<file path="src/rtl/fetch_pc_stage.sv">
// Fetch PC register, single-outstanding instruction-memory requester and IF/ID stage with skid buffer.
// Optional fetch/flush counters are enabled by defining FETCH_STATS_EN.
module fetch_pc_stage #(
    parameter int unsigned          DataWidth = 32,
    parameter logic [DataWidth-1:0] ResetPC   = '0
) (
    input  logic                 clk,
    input  logic                 reset,
    input  logic [DataWidth-1:0] NextPC,
    input  logic                 PCSrc,
    output logic [DataWidth-1:0] PCPlus4,
    output logic [DataWidth-1:0] PCF,
    output logic                 IMemReq,
    output logic [DataWidth-1:0] IMemAddr,
    input  logic                 IMemRdy,
    input  logic                 IMemRValid,
    input  logic [DataWidth-1:0] IMemRData,
    input  logic                 StallD,
    output logic                 ValidD,
    output logic [DataWidth-1:0] InstrD,
    output logic [DataWidth-1:0] PCD
`ifdef FETCH_STATS_EN
    ,
    output logic [31:0]          FetchCount,
    output logic [31:0]          FlushCount
`endif
);

    typedef enum logic [1:0] {
        S_REQ  = 2'd0,
        S_WAIT = 2'd1,
        S_HOLD = 2'd2
    } state_t;

    state_t               state, state_nxt;
    logic                 drop, drop_nxt;
    logic                 validd_nxt;
    logic                 load;
    logic                 ifid_free;
    logic [DataWidth-1:0] pcf_nxt;
    logic [DataWidth-1:0] instrd_nxt, pcd_nxt;
    logic [DataWidth-1:0] skid_instr, skid_pc;
    logic [DataWidth-1:0] skid_instr_nxt, skid_pc_nxt;

    assign PCPlus4   = PCF + {{(DataWidth-3){1'b0}}, 3'd4};
    assign IMemReq   = (state == S_REQ) && !reset;
    assign IMemAddr  = PCF;
    assign ifid_free = !ValidD || !StallD;

    always_ff @(posedge clk) begin
        if (reset) begin
            state      <= S_REQ;
            drop       <= 1'b0;
            PCF        <= ResetPC;
            ValidD     <= 1'b0;
            InstrD     <= '0;
            PCD        <= '0;
            skid_instr <= '0;
            skid_pc    <= '0;
        end else begin
            state      <= state_nxt;
            drop       <= drop_nxt;
            PCF        <= pcf_nxt;
            ValidD     <= validd_nxt;
            InstrD     <= instrd_nxt;
            PCD        <= pcd_nxt;
            skid_instr <= skid_instr_nxt;
            skid_pc    <= skid_pc_nxt;
        end
    end

    always_comb begin
        state_nxt      = state;
        drop_nxt       = drop;
        pcf_nxt        = PCF;
        validd_nxt     = ValidD;
        instrd_nxt     = InstrD;
        pcd_nxt        = PCD;
        skid_instr_nxt = skid_instr;
        skid_pc_nxt    = skid_pc;
        load           = 1'b0;

        if (PCSrc) begin
            // Redirect wins: squash IF/ID and skid; remember a stale response still owed by memory.
            pcf_nxt        = NextPC;
            validd_nxt     = 1'b0;
            skid_instr_nxt = '0;
            skid_pc_nxt    = '0;
            drop_nxt       = 1'b0;
            state_nxt      = S_REQ;
            case (state)
                S_REQ: begin
                    if (IMemRdy) begin
                        state_nxt = S_WAIT;
                        drop_nxt  = 1'b1;
                    end
                end
                S_WAIT: begin
                    if (!IMemRValid) begin
                        state_nxt = S_WAIT;
                        drop_nxt  = 1'b1;
                    end
                end
                default: ;
            endcase
        end else begin
            if (ValidD && !StallD) begin
                validd_nxt = 1'b0;
            end
            case (state)
                S_REQ: begin
                    if (IMemRdy) begin
                        state_nxt = S_WAIT;
                    end
                end
                S_WAIT: begin
                    if (IMemRValid) begin
                        if (drop) begin
                            drop_nxt  = 1'b0;
                            state_nxt = S_REQ;
                        end else if (ifid_free) begin
                            load       = 1'b1;
                            instrd_nxt = IMemRData;
                            pcd_nxt    = PCF;
                            pcf_nxt    = NextPC;
                            state_nxt  = S_REQ;
                        end else begin
                            skid_instr_nxt = IMemRData;
                            skid_pc_nxt    = PCF;
                            state_nxt      = S_HOLD;
                        end
                    end
                end
                S_HOLD: begin
                    if (!StallD) begin
                        load       = 1'b1;
                        instrd_nxt = skid_instr;
                        pcd_nxt    = skid_pc;
                        pcf_nxt    = NextPC;
                        state_nxt  = S_REQ;
                    end
                end
                default: state_nxt = S_REQ;
            endcase
            if (load) begin
                validd_nxt = 1'b1;
            end
        end
    end

`ifdef FETCH_STATS_EN
    always_ff @(posedge clk) begin
        if (reset) begin
            FetchCount <= '0;
            FlushCount <= '0;
        end else begin
            if (load) begin
                FetchCount <= FetchCount + 32'd1;
            end
            if (PCSrc) begin
                FlushCount <= FlushCount + 32'd1;
            end
        end
    end
`endif

endmodule

</file>
<file path="config.mk">
export PLATFORM = sky130hd
export DESIGN_NAME = fetch_pc_stage
export DESIGN_NICKNAME = d
export VERILOG_FILES = /design/src/rtl/fetch_pc_stage.sv
export SDC_FILE = /design/constraint.sdc
export NUM_CORES = 1
export LEC_CHECK = 0
export ABC_CLOCK_PERIOD_IN_PS = 3050
export CORE_UTILIZATION = 51
export DETAILED_ROUTE_END_ITERATION = 10
export PLACE_DENSITY_LB_ADDON = 0.1
export SYNTH_ARGS = -nofsm -noshare
export SYNTH_HDL_FRONTEND = slang
export SYNTH_SLANG_ARGS = --single-unit
</file>
<file path="constraint.sdc">
create_clock -name clk -period 3.05 [get_ports clk]
set_clock_uncertainty 0.15 [all_clocks]
set_input_delay 0.4575 -clock clk [delete_from_list [all_inputs] [get_ports clk]]
set_output_delay 0.4575 -clock clk [all_outputs]
set_load 0.1 [all_outputs]
</file>
# --- Word level (Yosys, flattened, before mapping) ---
# Index checks and enable logic that the tools add are counted.
word_totals:
  ff_bits: 164
  latchBits: 0
  mem_bits_rw: 0
  rom_bits: 0
  input_bits: 70
  output_inout_bits: 162
  word_cells: 81
  n_memories: 0
op_classes:
  n_addsub: 1
  multipliers: 0
  div: 0
  n_lt_le_gt_ge: 0
  eq_ne: 11
  shift: 0
  muxes: 40
  bitwise_logic: 3
  n_reduce_logical: 18
ops:
  columns: ["cell", "n"]
  rows:
  - ["$mux W32", 13]
  - ["$pmux W32 S2", 3]
  - ["$add A32 B3 Y32 const B", 1]
  - ["$ne A3 B3 Y1 const B", 5]
  - ["$mux W1", 14]
  - ["$mux W2", 6]
  - ["$ne A2 B2 Y1 const B", 4]
  - ["$reduce_bool A2 Y1", 4]
  - ["$pmux W1 S2", 3]
  - ["$pmux W2 S3", 1]
  - ["$reduce_and A6 Y1", 1]
  - ["$reduce_and A5 Y1", 1]
  - ["$reduce_and A4 Y1", 1]
  - ["$logic_not A1 Y1", 3]
  - ["$not A1 Y1", 3]
  - ["$reduce_and A3 Y1", 1]
  - ["$reduce_bool A3 Y1", 1]
  - ["$eq A2 B1 Y1 const B", 1]
  - ["$eq A2 B2 Y1 const B", 1]
  - ["$logic_and A1 B1 Y1", 2]
  - ["$logic_not A2 Y1", 1]
  - ["$reduce_and A2 Y1", 1]
  - ["$reduce_or A2 Y1", 1]
  - ["$logic_or A1 B1 Y1", 1]

# --- Depth between registers and ports, before layout ---
logic_depth:
  word_depth: 8
  depth_mapped: 8
  depth_no_buf: 6

# --- Worst setup path after synthesis ---
# No wires, ideal clock.
synth_path:
  path_kind: "reg-to-output"
  startpoint: "reg PCF[2] (netlist: IMemAddr[2])"
  endpoint: "out PCPlus4[14]"
  t_arrival_ps: 3720
  required_time_ps: 2442
  path_slack_ps: -1278
  path_stages_with_launch: 7
  path_buffers: 1
  path_cell_list: "dfxtp_1 -> ha_1 -> and4_1 -> buf_2 -> nor2b_1 -> nand4_1 -> xnor2_1"
synth_via:
  elab_chain_cells: 1
synth_lines:
  columns: ["element", "line_no", "text"]
  rows:
  - ["start: declaration", "12", "output logic [DataWidth-1:0] PCF,"]
  - ["start signal: assignment", "54", "PCF <= ResetPC;"]
  - ["start signal: assignment", "63", "PCF <= pcf_nxt;"]
  - ["$add A32 B3 Y32", "45", "assign PCPlus4 = PCF + {{(DataWidth-3){1'b0}}, 3'd4};"]
  - ["end: declaration", "11", "output logic [DataWidth-1:0] PCPlus4,"]
# Every way passes these cells.

# --- Final worst setup path ---
layout_path:
  startpoint: "reg PCF[9] (netlist: IMemAddr[9])"
  endpoint: "out PCPlus4[26]"
# Same word-level chain as after synthesis.

==> impl_metrics.tcl <==
set metrics [dict create \
    status "finished with violations" \
    violations "design-rule violations" \
    finalCritPeriodShare_pct 97.2 \
    die_x_um 125 \
    comb_power_share_pct 32.5 \
    power_density_mw_per_mm2 625 \
    numCtsBuffers 17 \
    core-area_mm2 0.0146 \
    irDropWorstVdd_v 0.000601 \
    htreeDepth 4 \
    netlist.area_leader.share_pct 42.7 \
    drt_iter0_drc 478 \
    p_switching_mw 2.68 \
    cts.sinks 164 \
    root_buffer "clkbuf_16" \
    finalSetupViolations 0 \
    cp-start-kind "flip-flop" \
    hold_buffers 0 \
    worst_ep_required_time_ps 2440 \
    synth-async-reset-ratio_pct 0 \
    tns_ps 0 \
    wl_met2_um 10000 \
    syn_area_per_cell_um2 8.90 \
    synth_area_mm2 0.00770 \
    drc 34 \
    tightest_slew_ps 890 \
    p_int_mw 4.07 \
    drt-wirelength-per-cell_um 16.8 \
    synth_top_area_cell "dfxtp_1" \
    synth_edf_count 0 \
    clock_path_buffers 2 \
    m1WireLength_um 9140 \
    dr.pass1.iters 8 \
    hold_viol 0 \
    finalMaxSlewViolations 0 \
    fmax_mhz 337 \
    die_area_mm2 0.0156 \
    synth-simple-area-share_pct 16.7 \
    pwr-share-clk_pct 31.9 \
    hpwl_um 13800 \
    slew_headroom_pct 40.7 \
    synth_top_family_by_area "simple AND/OR/NAND/NOR gates" \
    synth_mux_area_share_pct 12.6 \
    yosysSeqAreaShare_pct 42.7 \
    crit_slowest_cell "dfxtp_2" \
    routed.top_layer "met4" \
    synth_area_leaders "dfxtp_1 43%, mux2i_1 13%, a21oi_1 8.5%" \
    area_growth_pct 40.4 \
    critPathKind "reg -> out" \
    routed_wl_um 20700 \
    netlist_instances 865 \
    final_antenna_net_count 0 \
    synth_xor_area_share_pct 3.19 \
    syn_nets 939 \
    grt_pass1_wl_um 33200 \
    n_antenna_cell 0 \
    vias 6772 \
    fin_crit_ps 2970 \
    clock_latency_ps 430 \
    grt_usage_pct 26.6 \
    cpPeakStageDelay_ps 470 \
    hold_path.class "reg -> reg" \
    drive_gt1_share_pct 27.9 \
    synth_cell_types 39 \
    vias_per_cell 5.51 \
    synth_compound_area_share_pct 15.6 \
    final_cell_mix "164 x buf_4, 145 x nand2_1, 137 x dfxtp_1" \
    yosysWarningCount 0 \
    antenna_found_initial 0 \
    seqPwrFrac_pct 35.6 \
    worstPathArrival_ps 2360 \
    io_pins 232 \
    grt_pass1_vias 6259 \
    drv_cap 0 \
    path_cells "nand4_1 -> buf_4 -> nor4_4 -> buf_4 -> nand4_1 -> xnor2_4 -> buf_12" \
    mostFrequentLayoutCell "buf_4" \
    synth_fa_ha_area_share_pct 0.650 \
    start_util_pct 52.6 \
    fin_nets 1107 \
    path_clk_slew_ps 70 \
    portBuffers 231 \
    leakage_nw 4.02 \
    synthFlopType "dfxtp_1" \
    gr-total-overflow 0 \
    gp_congestion 0.773 \
    critPathMaxFanout 13 \
    grt_max_degree 86 \
    end_kind "primary output" \
    fillCellCount 1094 \
    num_rows 44 \
    synth_seq_cells 164 \
    route.met3.wl_um 1270 \
    cts_tree "done" \
    sw_frac_of_total_pct 39.7 \
    die_h_um 125 \
    finish.utilization_pct 73.8 \
]
## worst max-delay path, delay by kind of cell, from the launching register on
kind,cells,cell delay (ps)
DFF,1,470
buffers and inverters,3,610
xor gates and xnor gates,1,250
and+or+nand+nor,3,580
## synth_stat cells (3+ instances only)
library cell / n
buf_4: 39
xor2_1: 4
buf_2: 27
xnor2_1: 24
clkbuf_1: 34
inv_1: 6
ha_1: 4
nand4_1: 10
buf_6: 7
a211oi_2: 5
a211oi_1: 59
nand2b_1: 65
a21oi_1: 130
and3_1: 3
dfxtp_1: 164
nand2_1: 145
mux2i_1: 97
nand3_1: 13
and4_1: 3
## power by group through the flow
stage	registers, mW	clock network (mW)	logic (mW)
finish	2.40	2.15	2.19
global placement	2.45	0	2.18
floorplan	3.13	0	1.01
CTS	2.40	2.18	2.20
detailed placement	2.45	0	2.19
global route	2.42	2.27	2.26
## through the flow
step / hold slack (ps) / instances / total power, mW / setup WS, ps / area [um^2]
global route: 316 / 1230 / 6.95 / -41.4 / 10800
global placement: 291 / 1197 / 4.63 / 480 / 10200
floorplan: 286 / 865 / 4.14 / 0.135 / 8190
CTS: 305 / 1229 / 6.78 / 41.3 / 10800
finish: 303 / 1230 / 6.75 / 84.3 / 10800
detailed placement: 296 / 1197 / 4.64 / 405 / 10200
## cells by family (layout without fill, tap and decap cells)
logic type / after synthesis / after routing
AND/OR/NAND/NOR: 259 / 259
multiplexers: 97 / 97
AO/OA/AOI/OAI: 199 / 199
adder cells (fa/ha/maj): 4 / 4
XOR/XNOR: 28 / 28
flip-flops: 164 / 164
buffers and inverters: 114 / 295
## flip-flops by register name (all words and copies together) (netlist names)
signal,flops
IMemAddr,32
InstrD,32
PCD,32
ValidD,1
drop,1
skid_instr,32
skid_pc,32
state,2
## path summary, 6_finish.rpt
kind	start	to	slack, ps	depth (start not counted)
max	IMemAddr[9]	PCPlus4[26]	80	7
min reg2reg	skid_instr[18]	skid_instr[18]	300	2
max reg2reg	state[0]	PCD[0]	580	7
min	skid_instr[18]	skid_instr[18]	300	2
## repair_timing
| item | CTS | global route |
|---|---|---|
| setup endpoints to repair | 0 | 8 |
| setup buffers | 0 | 1 |
| gates resized for setup | 0 | 0 |
## routing by layer
layer / GRT usage [%] / vias up
met4: 7.46 / 0
met2: 44.6 / 242
met3: 5.50 / 22
met1: 34.5 / 3227
met5: 0 / -
li1: - / 3281
## layout make-up
class | count | area, um^2 | share of cell area, %
inverter | 6 | 22.5 | 0.208
tap | 184 | 230 | 2.13
multi-input combinational | 587 | 4220 | 39.1
timing repair buffer | 257 | 2410 | 22.3
sequential | 164 | 3330 | 30.8
clock buffer | 19 | 443 | 4.10
clock inverter | 13 | 149 | 1.38
(Power assumes the default switching activity.)
